`config.mk`:
```
export PLATFORM = sky130hd
export DESIGN_NAME = ser_rx_link_ctrl
export DESIGN_NICKNAME = d
export VERILOG_FILES = /design/src/rtl/ser_rx_link_ctrl.sv
export SDC_FILE = /design/constraint.sdc
export NUM_CORES = 1
export LEC_CHECK = 0
export CAP_MARGIN = 20
export CORE_ASPECT_RATIO = 1.5
export CORE_MARGIN = 3
export CORE_UTILIZATION = 32
export DETAILED_ROUTE_END_ITERATION = 12
export GPL_ROUTABILITY_DRIVEN = 0
export PLACE_DENSITY = 0.64
export RECOVER_POWER = 100
export SLEW_MARGIN = 5
export SYNTH_ARGS = -nofsm -noshare
export SYNTH_HDL_FRONTEND = slang
export SYNTH_SLANG_ARGS = --single-unit
```
`constraint.sdc`:
```
create_clock -name ser_rx_clk_i -period 2.3 [get_ports ser_rx_clk_i]
set_clock_uncertainty 0.2 [all_clocks]
set_input_delay 0.46 -clock ser_rx_clk_i [delete_from_list [all_inputs] [get_ports ser_rx_clk_i]]
set_output_delay 0.46 -clock ser_rx_clk_i [all_outputs]
set_load 0.005 [all_outputs]
```
`src/rtl/ser_rx_link_ctrl.sv`:
```
// Receive link controller: classifies 16-bit words, tracks comma lock and
// error density, and requests aligner re-acquisition when the link is lost.
module ser_rx_link_ctrl #(
    parameter int unsigned LOCK_COMMAS = 4,
    parameter int unsigned ERR_LIMIT   = 3,
    parameter int unsigned GOOD_RUN    = 16,
    parameter int unsigned TIMEOUT     = 1023
) (
    input  logic        ser_rx_clk_i,
    input  logic        ser_rx_rst_i,
    input  logic [15:0] ser_r_i,
    input  logic        ser_rklsb_i,
    input  logic        ser_rkmsb_i,
    input  logic        clr_err_i,
    output logic        link_up_o,
    output logic        realign_o,
    output logic [15:0] data_o,
    output logic        data_valid_o,
    output logic [15:0] err_count_o,
    output logic [1:0]  state_o
);

    localparam int unsigned CW = (LOCK_COMMAS > 0) ? $clog2(LOCK_COMMAS + 1) : 1;
    localparam int unsigned HW = (ERR_LIMIT > 0) ? $clog2(ERR_LIMIT + 1) : 1;
    localparam int unsigned GW = (GOOD_RUN > 0) ? $clog2(GOOD_RUN + 1) : 1;
    localparam int unsigned TW = (TIMEOUT > 0) ? $clog2(TIMEOUT + 1) : 1;

    localparam logic [CW-1:0] CommaLast  = CW'(LOCK_COMMAS - 1);
    localparam logic [HW-1:0] HitsLast   = HW'(ERR_LIMIT - 1);
    localparam logic [GW-1:0] GoodLast   = GW'(GOOD_RUN - 1);
    localparam logic [TW-1:0] TimeoutMax = TW'(TIMEOUT);

    typedef enum logic [1:0] {
        StLos   = 2'd0,
        StAcq   = 2'd1,
        StSync  = 2'd2,
        StCheck = 2'd3
    } state_e;

    state_e        state_q;
    logic [CW-1:0] comma_cnt_q;
    logic [HW-1:0] err_hits_q;
    logic [GW-1:0] good_cnt_q;
    logic [TW-1:0] timeout_q;
    logic          realign_q;
    logic [15:0]   data_q;
    logic          data_valid_q;
    logic [15:0]   err_count_q;

    logic is_comma;
    logic is_data;
    logic is_err;
    logic locked;

    assign is_comma = ({ser_rkmsb_i, ser_rklsb_i} == 2'b11) && (ser_r_i == 16'h3C3C);
    assign is_data  = ({ser_rkmsb_i, ser_rklsb_i} == 2'b00);
    assign is_err   = ~is_comma & ~is_data;
    assign locked   = (state_q == StSync) || (state_q == StCheck);

    always_ff @(posedge ser_rx_clk_i or posedge ser_rx_rst_i) begin
        if (ser_rx_rst_i) begin
            state_q      <= StLos;
            comma_cnt_q  <= '0;
            err_hits_q   <= '0;
            good_cnt_q   <= '0;
            timeout_q    <= '0;
            realign_q    <= 1'b0;
            data_q       <= '0;
            data_valid_q <= 1'b0;
            err_count_q  <= '0;
        end else begin
            data_q       <= ser_r_i;
            data_valid_q <= is_data && locked;
            realign_q    <= 1'b0;

            // Clear has priority over a coincident error word.
            if (clr_err_i) begin
                err_count_q <= '0;
            end else if (is_err && (state_q != StLos) && (err_count_q != 16'hFFFF)) begin
                err_count_q <= err_count_q + 16'd1;
            end

            case (state_q)
                StLos: begin
                    if (is_comma) begin
                        timeout_q <= '0;
                        if (LOCK_COMMAS <= 1) begin
                            state_q     <= StSync;
                            comma_cnt_q <= '0;
                        end else begin
                            state_q     <= StAcq;
                            comma_cnt_q <= CW'(1);
                        end
                    end else if (timeout_q == TimeoutMax) begin
                        timeout_q <= '0;
                        realign_q <= 1'b1;
                    end else begin
                        timeout_q <= timeout_q + TW'(1);
                    end
                end
                StAcq: begin
                    if (is_comma) begin
                        if (comma_cnt_q == CommaLast) begin
                            state_q     <= StSync;
                            comma_cnt_q <= '0;
                        end else begin
                            comma_cnt_q <= comma_cnt_q + CW'(1);
                        end
                    end else if (is_err) begin
                        state_q     <= StLos;
                        comma_cnt_q <= '0;
                        timeout_q   <= '0;
                    end
                end
                StSync: begin
                    if (is_err) begin
                        good_cnt_q <= '0;
                        if (ERR_LIMIT <= 1) begin
                            state_q    <= StLos;
                            err_hits_q <= '0;
                            timeout_q  <= '0;
                            realign_q  <= 1'b1;
                        end else begin
                            state_q    <= StCheck;
                            err_hits_q <= HW'(1);
                        end
                    end
                end
                StCheck: begin
                    if (is_err) begin
                        good_cnt_q <= '0;
                        if (err_hits_q == HitsLast) begin
                            state_q    <= StLos;
                            err_hits_q <= '0;
                            timeout_q  <= '0;
                            realign_q  <= 1'b1;
                        end else begin
                            err_hits_q <= err_hits_q + HW'(1);
                        end
                    end else if (good_cnt_q == GoodLast) begin
                        // A full clean run retires one outstanding hit.
                        good_cnt_q <= '0;
                        err_hits_q <= err_hits_q - HW'(1);
                        if (err_hits_q == HW'(1)) begin
                            state_q <= StSync;
                        end
                    end else begin
                        good_cnt_q <= good_cnt_q + GW'(1);
                    end
                end
                default: state_q <= StLos;
            endcase
        end
    end

    assign link_up_o    = (state_q == StSync) || (state_q == StCheck);
    assign realign_o    = realign_q;
    assign data_o       = data_q;
    assign data_valid_o = data_valid_q;
    assign err_count_o  = err_count_q;
    assign state_o      = state_q;

    realign_single_a: assert property (
        @(posedge ser_rx_clk_i) disable iff (ser_rx_rst_i) realign_q |=> !realign_q
    );

    err_sat_a: assert property (
        @(posedge ser_rx_clk_i) disable iff (ser_rx_rst_i)
        (err_count_q == 16'hFFFF && !clr_err_i) |=> (err_count_q == 16'hFFFF)
    );

endmodule

```
==> results of run 1 <==
[how the worst max path moves through the flow]
stage	start	end	slack, ns	depth (start not counted)
4_1_cts	ser_r_i[15]	timeout_q[7]$_DFFE_PP0P_	0.04	8
6_report	ser_rklsb_i	timeout_q[9]$_DFFE_PP0P_	0.07	10
3_3_place_gp	ser_r_i[6]	state_o[1]$_DFFE_PP0P_	-0.24	7
2_1_floorplan	state_o[1]$_DFFE_PP0P_	state_o[1]$_DFFE_PP0P_	0.12	9
3_5_place_dp	ser_r_i[6]	timeout_q[8]$_DFFE_PP0P_	-0.29	9
5_1_grt	ser_rklsb_i	timeout_q[5]$_DFFE_PP0P_	-0.05	10
[stage by stage]
| step | instance area, um2 | hold slack (ns) | setup TNS, ns |
|---|---|---|---|
| after global routing | 4160 | 0.159 | -0.112 |
| after detailed placement | 3800 | 0.298 | -6.87 |
| after floorplan | 2900 | 0.265 | 0 |
| after CTS | 4060 | 0.314 | 0 |
| after global placement | 3800 | 0.294 | -5.85 |
| final | 4160 | 0.155 | 0 |
[cell type report]
class | count | area [um2] | share of cell area, %
clock buffer | 5 | 125 | 3.01
clock inverter | 3 | 68.8 | 1.65
inverter | 8 | 30.0 | 0.722
multi-input combinational | 209 | 1500 | 36.2
sequential | 56 | 1400 | 33.7
tap | 107 | 134 | 3.22
timing repair buffer | 93 | 896 | 21.5
[report_power, final]
group | internal, mW | switching [mW] | leakage (nW)
logic | 0.455 | 0.444 | 1.04
clock network | 0.628 | 0.357 | 0.0944
registers | 1.07 | 0.0727 | 0.722
total | 2.15 | 0.874 | 1.85
[routing by layer]
layer / global-route usage, % / wire length (um)
met5: 0 / 0
met3: 3.69 / 340
met1: 14.3 / 2740
met4: 4.43 / 138
met2: 26.5 / 3760
[cells by family after synthesis]
| family | Yosys count | share of synthesized area (%) |
|---|---|---|
| flip-flops | 56 | 48.3 |
| buffers and inverters | 18 | 2.72 |
| XOR/XNOR | 15 | 4.53 |
| AO/OA/AOI/OAI | 61 | 15.4 |
| multiplexers | 2 | 0.862 |
| AND/OR/NAND/NOR | 118 | 23.1 |
| adder cells (fa/ha/maj) | 12 | 5.17 |
[cell usage after synthesis, drive strengths merged, types with 2 or more instances]
cell type,n
dfrtp,56
nor2,32
nand2,25
o21ai,25
xor2,15
ha,12
nand3,11
nand4,10
and3,9
a21oi,8
inv,8
buf,6
a22o,5
nand2b,5
clkbuf,4
and2,3
and4,3
and4b,3
nor3,3
o31ai,3
or2,3
or3,3
a211oi,2
a221o,2
nand3b,2
nand4b,2
o211ai,2
o31a,2
[flip-flops by register name, indices dropped and copies added (netlist names)]
register	count
err_hits_q	2
timeout_q	10
realign_o	1
data_o	16
data_valid_o	1
comma_cnt_q	3
state_o	2
err_count_o	16
good_cnt_q	5
[critical path: stages]
cell and delay [ns]:
clkdlybuf4s50_1 0.49, and4b_1 0.27, nand3_4 0.12, buf_4 0.16, buf_4 0.12, o21ai_2 0.14, buf_4 0.16, a31oi_1 0.05
o21ai_2 0.14, o31ai_1 0.08
[timing repair]
| action | 4_1_cts | 5_1_grt |
|---|---|---|
| setup buffers | 6 | 2 |
| hold buffers | 0 | 0 |
| resized for setup | 6 | 31 |
| cloned | 0 | 1 |
| pin swaps | 1 | 12 |
| endpoints found under the setup margin | 2 | 17 |
==> run_results.csv, run 1 <==
group,metric,value,unit
outcome,status,"finished clean",
floorplanning,die_h,123,um
timing,final_hold_viol_count,0,
floorplanning,io_pins,58,
grt,grt_overflow,0,
synthesis,synth_area,2900,um2
min_path,hold_depth,1,
final_layout,fillers,825,
final_layout,stdcell_count,481,
synthesis,syn_area_per_cell,10.3,um2
final_layout,drive_gt1_share,21.1,%
min_path,min_path_type,"in2reg",
grt,antenna_found_initial,0,
route,via_per_inst,5.13,
timing,tightest_slew,0.397,ns
pwr,powerDensity,727,nW/um2
timing,rsz0062_at_grt,"true",
pwr,finalPower,3.03,mW
grt,grt_pass1_vias,2555,
worst_setup_path,cp-start-kind,"primary input",
final_layout,syn_to_final_growth,43.4,%
min_path,min_delay_worst_endpoint,"data_o[10]$_DFF_PP0_",
final_layout,layout_common_cells,"dfrtp_1 (55), clkdlybuf4s50_1 (47), buf_4 (32)",
timing,worst_slew_margin_rel,73.5,%
worst_setup_path,path_class,"in2reg",
worst_setup_path,r2r_slack,0.11,ns
timing,finalMaxSlewViolations,0,
grt,grt_pass1_wl,11.5,mm
min_path,hp-start,"ser_r_i[10]",
placed_design,pre_cts_ws,-0.286,ns
placed_design,dpl.hpwl,5.05,mm
synthesis,ys_seq_area_share,48.3,%
floorplanning,dieArea,10300,um2
clocking,ctsHtreeMaxLevel,2,
timing,timing.final.crit_period,2.23,ns
worst_setup_path,crit_arrival,2.20,ns
synthesis,synth_top_area_cell,"dfrtp_1",
route,drtPass1Iterations,4,
grt,grt_max_degree,57,
clocking,cts_tree,"yes",
clocking,cts_buffers,5,
clocking,insertion_delay,0.29,ns
pwr,vdd_drop_max,0.000376,V
floorplanning,core,8620,um2
placed_design,placed_cells,464,
route,drt_iter0_drc,86,
worst_setup_path,worstPathRequired,2.27,ns
final_layout,layout.nets,406,
clocking,clock_sinks,56,
clocking,clockBufferDepth,2,
worst_setup_path,critPathMaxFanout,5,
synthesis,synth_edf_count,0,
synthesis,ys_warn_count,0,
route,drt_wl_total,6.98,mm
worst_setup_path,worst_setup_path_end_kind,"flip-flop",
job,cap_violations,0,
route,via_count,2467,
worst_setup_path,worstRegToRegCells,8,
floorplanning,rows,41,
placed_design,port_buffers,57,
synthesis,synth_cells,282,
synthesis,yosysTopAreaCellShare,48.3,%
synthesis,ys.flop_type,"dfrtp_1",
clocking,clkSlewWorstSetupHoldPaths,0.07,ns
route,drt-wirelength-per-cell,14.5,um
pwr,leakage,1.85,nW
worst_setup_path,r2r-start,"state_o[1]$_DFFE_PP0P_",
floorplanning,die_x,83.8,um
synthesis,synth_cell_types,62,
synthesis,synth_async_sr_flop_share,100,%
timing,setup_viol,0,
timing,max_clock_freq,448,MHz
synthesis,syn_nets,315,
synthesis,synth_area_leaders,"dfrtp_1 (48%), ha_1 (5.2%), xor2_1 (4.5%), nor2_1 (4.0%), nand2_1 (3.1%)",
route,drc,0,
floorplanning,initial_core_util,33.7,%
final_layout,diodes,0,
final_layout,final_common_cell,"dfrtp_1",
timing,post-route-period-util,97.1,%
final_layout,final_util,48.3,%
synthesis,ys_ff_latch,56,
worst_setup_path,worstReg2RegEnd,"state_o[1]$_DFFE_PP0P_",
clocking,cts_root_buf,"clkbuf_16",
grt,grt_usage,13.7,%
route,ant_nets,0,
timing,fin_ws,0.0677,ns
No activity file was read; power rests on OpenSTA's default activity.
==> run 2: changes to the inputs <==
--- a/config.mk
+++ b/config.mk
@@ -11,9 +11,7 @@
 export CORE_UTILIZATION = 32
 export DETAILED_ROUTE_END_ITERATION = 12
 export GPL_ROUTABILITY_DRIVEN = 0
-export PLACE_DENSITY = 0.64
 export RECOVER_POWER = 100
-export SLEW_MARGIN = 5
 export SYNTH_ARGS = -nofsm -noshare
 export SYNTH_HDL_FRONTEND = slang
 export SYNTH_SLANG_ARGS = --single-unit
==> run_results.csv, run 2 (same netlist as run 1, synthesis figures left out) <==
group,metric,value,unit
worst_setup_path,worstRegToRegCells,7,
floorplanning,io_pins,58,
grt,antenna_found_initial,0,
floorplanning,rows,41,
floorplanning,die_h,123,um
worst_setup_path,critical_path_cell_count,5,
route,via_count,2493,
timing,worst_slew_margin_rel,60.9,%
pwr,powerDensity,684,nW/um2
min_path,min_path_type,"in2reg",
final_layout,layout.nets,406,
clocking,clock_sinks,56,
timing,tightest_slew,0.585,ns
grt,grt_max_degree,26,
final_layout,stdcell_count,481,
floorplanning,initial_core_util,33.7,%
placed_design,placed_cells,466,
worst_setup_path,cpMaxStageDelayCell,"dfrtp_2",
clocking,holdBufCountCts,0,
worst_setup_path,path_class,"reg2out",
final_layout,final_common_cell,"dfrtp_1",
floorplanning,core,8620,um2
clocking,clockBufferDepth,2,
timing,rsz0062_at_grt,"true",
final_layout,syn_to_final_growth,40.4,%
timing,finalMaxSlewViolations,0,
floorplanning,die_x,83.8,um
clocking,ctsHtreeMaxLevel,2,
worst_setup_path,crit_family,"buffers and inverters",
worst_setup_path,critical_path_buf_inv_count,3,
worst_setup_path,worstPathRequired,1.64,ns
route,drc,0,
route,via_per_inst,5.18,
route,drt_iter0_drc,122,
clocking,cts_buffers,5,
clocking,cts_root_buf,"clkbuf_16",
route,ant_nets,0,
timing,timing.final.crit_period,2.23,ns
clocking,insertion_delay,0.30,ns
final_layout,fin_area,4070,um2
grt,grt_overflow,0,
route,drt-wirelength-per-cell,15.0,um
job,cap_violations,0,
worst_setup_path,critPathMaxFanout,9,
final_layout,fillers,846,
timing,final_hold_viol_count,0,
floorplanning,dieArea,10300,um2
outcome,status,"finished clean",
grt,grt_pass1_vias,2585,
worst_setup_path,max_stage_delay,0.44,ns
worst_setup_path,cp-start-kind,"flip-flop",
placed_design,placed_area,3830,um2
timing,max_clock_freq,448,MHz
placed_design,dpl.hpwl,5.39,mm
worst_setup_path,worst_setup_path_end_kind,"output port",
route,drt_wl_total,7.20,mm
final_layout,drive_gt1_share,18.7,%
clocking,cts_tree,"yes",
worst_setup_path,crit_arrival,1.57,ns
final_layout,diodes,0,
pwr,vdd_drop_max,0.000475,V
worst_setup_path,path_cells,"buf_4 > ha_4 > nor2_1 > inv_1 > dlygate4sd2_1",
min_path,hold_depth,1,
final_layout,layout_common_cells,"dfrtp_1 (54), clkdlybuf4s50_1 (48), nor2_1 (31), buf_4 (31), nand2_1 (24)",
pwr,leakage,1.77,nW
grt,grt_pass1_wl,12.0,mm
timing,fin_tns_setup,0,ns
route,drtPass1Iterations,4,
placed_design,port_buffers,57,
timing,setup_viol,0,
final_layout,final_util,47.3,%
grt,grt_usage,14.3,%
timing,post-route-period-util,97.1,%
timing,whs,0.257,ns
clocking,clkSlewWorstSetupHoldPaths,0.07,ns
==> run 2: cell count changes in the layout (fill, tap and decap cells not counted), moves of 2 or more <==
cell,delta
bufinv_16,-2
clkdlybuf4s25_1,+4
dlymetal6s2s_1,-6
nor2_1,+2
nor2_2,-2
o21ai_1,+5
o21ai_2,-6
==> run 2: power by group <==
part | switching (mW) | internal (mW) | total (mW)
clock | 0.355 | 0.435 | 0.790
sequential | 0.0845 | 1.07 | 1.16
combinational | 0.412 | 0.428 | 0.840
total | 0.851 | 1.93 | 2.79
==> run 2: final cells by class <==
cell class,instances,area (um2),area share [%]
Sequential cell,56,1400,34.5
Tap cell,107,134,3.29
Clock inverter,1,7.51,0.184
Multi-Input combinational cell,209,1460,35.9
Inverter,8,30.0,0.737
Clock buffer,7,143,3.50
Timing Repair Buffer,93,893,21.9
==> run 2: final timing paths <==
check,from,to,slack [ns]
max in group asynchronous,ser_rx_rst_i,state_o[0]$_DFFE_PP0P_,1.15
max,state_o[1]$_DFFE_PP0P_,link_up_o,0.07
max reg2reg,good_cnt_q[0]$_DFFE_PP0P_,state_o[1]$_DFFE_PP0P_,0.11
min reg2reg,timeout_q[0]$_DFFE_PP0P_,timeout_q[0]$_DFFE_PP0P_,0.30
min in group asynchronous,ser_rx_rst_i,err_count_o[5]$_DFFE_PP0P_,0.27
min,ser_r_i[7],data_o[7]$_DFF_PP0_,0.26
==> run 2: what timing repair did <==
| action | CTS | global route |
|---|---|---|
| setup endpoints to repair | 1 | 18 |
| pin swaps | 0 | 9 |
| gates resized for setup | 7 | 17 |
| buffers inserted | 2 | 4 |
| cloned | 0 | 1 |
==> run 2: routing by layer <==
layer | GRT usage, % | part of all wire [%] | up-vias
met5 | 0 | 0 | -
met4 | 5.33 | 1.8 | 0
met3 | 3.49 | 4.5 | 11
met2 | 26.3 | 52 | 61
met1 | 16.0 | 41 | 1222
li1 | - | - | 1199
==> run 2: stage by stage <==
step / setup slack, ns / total power [mW]
after global routing: -0.00389 / 2.96
after CTS: 0.0357 / 2.79
after floorplan: 0.119 / 1.61
final: 0.0678 / 2.79
after global placement: -0.245 / 1.97
after detailed placement: -0.280 / 1.98
